--- config.mk ---
export PLATFORM = sky130hd
export DESIGN_NAME = clk_divider
export DESIGN_NICKNAME = d
export VERILOG_FILES = /design/src/rtl/clk_divider_pkg.sv /design/src/rtl/clk_divider.sv
export SDC_FILE = /design/constraint.sdc
export NUM_CORES = 1
export LEC_CHECK = 0
export ABC_CLOCK_PERIOD_IN_PS = 10000
export CORE_MARGIN = 5
export CORE_UTILIZATION = 51
export DETAILED_ROUTE_END_ITERATION = 12
export GPL_ROUTABILITY_DRIVEN = 0
export PLACE_DENSITY = 0.76
export SLEW_MARGIN = 20
export SYNTH_ARGS = -nofsm -noshare
export SYNTH_HDL_FRONTEND = slang
export SYNTH_SLANG_ARGS = --single-unit
--- constraint.sdc ---
create_clock -name clk -period 10 [get_ports clk]
set_input_delay 1 -clock clk [delete_from_list [all_inputs] [get_ports clk]]
set_output_delay 1 -clock clk [all_outputs]
set_load 0.02 [all_outputs]
--- src/rtl/clk_divider_pkg.sv ---
// Shared controller definitions used by the command interpreter and the
// core-clock divider.
//   mode_e : clock generation mode carried on the divider's `option` input
package clk_divider_pkg;

  typedef enum logic {
    MODE_PULSE = 1'b0,  // emit a programmed number of clk_o periods, then idle low
    MODE_AUTO  = 1'b1   // free-run clk_o while enabled
  } mode_e;

endpackage

--- src/rtl/clk_divider.sv ---
// Gated, divided core clock generator for the processor under test.
// clk_o is a flop output toggled every H = max(divider,1) clk cycles while
// running, giving an exact 50% duty cycle at clk/(2H).
// Ports:
//   clk          system clock, rising edge
//   reset        synchronous active-high reset
//   write_pulse  single-cycle strobe loading `pulse` into the remaining count
//   option       mode select (MODE_PULSE / MODE_AUTO)
//   out_enable   1 = generation allowed, 0 = clk_o forced low
//   divider      half-period length in clk cycles (0 treated as 1)
//   pulse        number of clk_o rising edges to emit in pulse mode
//   clk_o        divided core clock
module clk_divider
  import clk_divider_pkg::*;
#(
  parameter int unsigned COUNTER_BITS = 32,
  parameter int unsigned PULSE_BITS   = 32
) (
  input  logic                    clk,
  input  logic                    reset,
  input  logic                    write_pulse,
  input  logic                    option,
  input  logic                    out_enable,
  input  logic [COUNTER_BITS-1:0] divider,
  input  logic [PULSE_BITS-1:0]   pulse,
  output logic                    clk_o
);

  logic [COUNTER_BITS-1:0] r_half_cnt;
  logic [PULSE_BITS-1:0]   r_remaining;
  logic                    r_clk_o;

  logic [COUNTER_BITS-1:0] w_half_m1;
  logic                    w_auto;
  logic                    w_run;
  logic                    w_toggle;

  always_comb begin
    // H-1 with divider 0 treated as 1 collapses to divider-1 saturated at 0
    w_half_m1 = (divider == '0) ? '0 : divider - COUNTER_BITS'(1);
    w_auto    = (mode_e'(option) == MODE_AUTO);
    // A high phase in progress always runs to completion
    w_run     = out_enable && (w_auto || (r_remaining != '0) || r_clk_o);
    // >= rather than == so a divider reduced below the current count
    // toggles immediately instead of wrapping the counter
    w_toggle  = (r_half_cnt >= w_half_m1);
  end

  always_ff @(posedge clk) begin
    if (reset) begin
      r_clk_o     <= 1'b0;
      r_half_cnt  <= '0;
      r_remaining <= '0;
    end else begin
      if (!out_enable) begin
        r_clk_o    <= 1'b0;
        r_half_cnt <= '0;
      end else if (!w_run) begin
        r_clk_o    <= 1'b0;
        r_half_cnt <= '0;
      end else if (w_toggle) begin
        r_clk_o    <= ~r_clk_o;
        r_half_cnt <= '0;
        if (!r_clk_o && !w_auto) begin
          r_remaining <= r_remaining - PULSE_BITS'(1);
        end
      end else begin
        r_half_cnt <= r_half_cnt + COUNTER_BITS'(1);
      end

      // Later assignment wins: a new load overrides any same-cycle decrement
      if (write_pulse) begin
        r_remaining <= pulse;
      end
    end
  end

  assign clk_o = r_clk_o;

endmodule

==> results list <==
- Largest net degree at the start of global routing: 46
- Half-perimeter wire length of the detailed placement result: 9.69 mm
- Detailed-route wire length: 13.0 mm
- Floorplan row count: 36
* Cell taking the most area after synthesis: dfxtp_1
- Total overflow reported by the global router: 0
- Highest achievable clock rate: 163 MHz
- Placed cell area: 5660 sq um
- Post-cts resize count: 0
* Kind of start point of the critical path: input port
* Most numerous cell types in the synthesized netlist: nor2_1, nand2_1, dfxtp_1
- After the flow finishes, the layout carries non-filler instances totaling 827.
- Root Driver: clkbuf_8
- Final instance area: 5840 sq um
- The routed layout has 4883 vias.
- Yosys warning total: 0
- After synthesis, the netlist uses 57 different library cells.
- Of the available clock period, the critical path in the final layout requires 61.3%.
* Buffer and inverter count on the worst path: 1
* Time the worst path needs with I/O delays and setup: 6.13 ns
* Final Hold Viols: 0
- Total CTS buffers: 9
- The number of hold buffers added after CTS was 0.
- Cell mode on critical path: nor4_1
* Die boundary height: 109 microns
- Flip-flop and latch count after synthesis: 65
- Post-layout total power: 592 uW
- Critical path fanouts, max: 32
- Final design utilization: 60.6%
- For this design the ratio of total power to cell area is 101 nW/um^2.
* # port buffers: 69
* Bufs on Longest Clock Path: 2
- Of the cells placed in the final design, the portion with a size suffix greater than 1 is 6.05%.
- Number of nets in the layout: 794
- For the pin with the worst max-slew slack, the measured transition is 1.08 ns.
- The floorplan step defined a die boundary enclosing 11800 sq um.
- Final Max Tran Viols: 0
- Detailed-routing iteration count for the pre-antenna-repair pass: 7
- STA puts the critical path data arrival time at 6.33 ns.
- Number of placed I/O pins: 70
* Number of placed cells counting well taps: 811
- Relative to the synthesized area, the layout overhead comes to 17.9%.
- The worst hold path belongs to the class flip-flop to flip-flop.
* Syn_nets: 742
- Number of fillers in the final layout: 878
- Remaining antenna violation count: 0
- At the worst endpoint, the required time is 10.19 ns.
- The first global-routing pass estimated 21.4 mm of wire.
* Worst reg-to-reg setup slack: 6.33 ns
- Yosys mapped a number of flops with a built-in enable equal to 0.
- Dominant cells by area after synthesis: dfxtp_1, ha_1, nor2_1
- Traced cell by cell, the critical path runs through clkdlybuf4s50_1 -> or4_1 -> nor3_1 -> and3_1 -> nand3_1 -> nor4_1 -> xor2_1 -> nand2_1 -> ha_1 -> nand4_1 -> nor4_1 -> a21o_1 -> or3_1 -> nor2_1.
- Per-cell via count in the routed design: 5.90
- The largest individual stage delay along the critical path comes from the cell or3_1.
* Vias in the first global route: 4535
- Predominant post-synthesis flop cell: dfxtp_1
- Gate family responsible for the most delay along the worst path: simple AND/OR/NAND/NOR gates
- 0 antenna diodes ended up in the layout.
* Leakage component of the power: 0.00225 uW
* Core region area: 9640 sq um
- Final setup viols: 0
- Unrepaired setup endpoints after global routing: false
- GRT Util Overall: 22.5%
* Outcome: finished clean
- Number of violations of the max-capacitance limit: 0
- In the post-synthesis netlist, the cell with the most instances is nor2_1.
* Number of clock sinks: 65
- Die extent in x: 109 microns
* Initial antenna violation count: 0
- Initial DRC Count: 309
* Max_slew headroom: 28.3%
* Max Clock Skew: 0.0169 ns
- By startpoint and endpoint, the worst setup path is classified as input port to flip-flop.
* Post-synthesis async set-or-reset flop share: 0%
- After synthesis, the largest area contributor takes up 26.3% of total cell area.
* Setup TNS: 0 ns
- Of the synthesized area, sequential elements account for 26.3%.
- Synthesized cell area: 4960 sq um
- Maximum vdd drop: 0.0000634 V
- TritonCTS built the clock tree.
* Post-synthesis average cell area: 7.78 sq um
- The worst setup path is captured at a flip-flop.
* Worst stage delay on the critical path: 0.91 ns
- The H-tree was split into 3 levels.
- Post-CTS Setup Inserts: 0
- After detailed routing, the average wire length per cell comes to 15.7 microns.
* DRC Markers: 0
- After technology mapping, the gate count stands at 637.
- Clock transition at the register clock pins on the worst setup and hold paths after CTS: 0.07 ns
- For this configuration, the core starts out at a cell density of 51.4%.
- Clock latency at the later pin of the worst-skew pair: 0.36 ns
[state kept, by name (all words and copies together) (netlist names)]
name	cells
clk_o	1
r_half_cnt	32
r_remaining	32
[metrics by stage]
stage          hold WS, ns  worst slack [ns]
2_1_floorplan        0.425              5.00
3_5_place_dp         0.462              3.54
3_3_place_gp         0.440              3.78
5_1_grt              0.514              3.51
6_report             0.472              3.87
4_1_cts              0.478              3.91
[power by group]
part	internal (uW)	leakage (uW)	switching [uW]
registers	268	0.000531	9.32
clock network	89.3	0.0000814	116
logic	53.6	0.00164	55.9
total	411	0.00225	181
[per-layer routing]
| layer | GRT usage, % | wire [microns] | vias to the layer above |
|---|---|---|---|
| met3 | 4.60 | 756 | 25 |
| met2 | 35.9 | 6120 | 125 |
| met4 | 6.58 | 206 | 0 |
| met5 | 0 | 0 | - |
| met1 | 30.8 | 5940 | 2297 |
| li1 | - | - | 2436 |
[layout by cell type, fill, tap and decap left out, drive strengths merged, types with 14 or more instances in the layout]
master,instances
a21oi,26
a311oi,20
and3,20
clkdlybuf4s50,69
dfxtp,65
ha,36
inv,24
nand2,67
nand3,23
nand4,14
nor2,90
nor3,19
nor4,19
or4,14
xnor2,26
xor2,32
[worst paths after layout]
| kind | start | endpoint | cells past startpoint |
|---|---|---|---|
| max | divider[3] | r_half_cnt[8] | 14 |
| min | r_half_cnt[0] | r_half_cnt[0] | 1 |
| max reg2reg | r_remaining[2] | r_half_cnt[8] | 7 |
| min reg2reg | r_half_cnt[0] | r_half_cnt[0] | 1 |
[worst register-to-register path, delay by kind of cell, from the launching register on]
kind             cells  cell delay (ns)
flip-flops           1             0.36
AND/OR/NAND/NOR      7             3.15
[logic make-up after synthesis]
family / synth area share (%)
and+or+nand+nor: 32.3
AOI/OAI and AO/OA: 16.2
DFF: 26.3
xor gates and xnor gates: 10.2
buffers and inverters: 5.50
adders and majority gates: 9.09
muxes: 0.404
[layout make-up]
type                       count  area, sq um  share of cell area, %
multi-input combinational    517         3400                   58.1
sequential                    65         1300                   22.3
timing repair buffer          73          721                   12.3
tap                          133          166                   2.85
clock buffer                   9          124                   2.12
inverter                      23         86.3                   1.48
clock inverter                 7         46.3                  0.792
No activity file was read; power rests on OpenSTA's default activity.
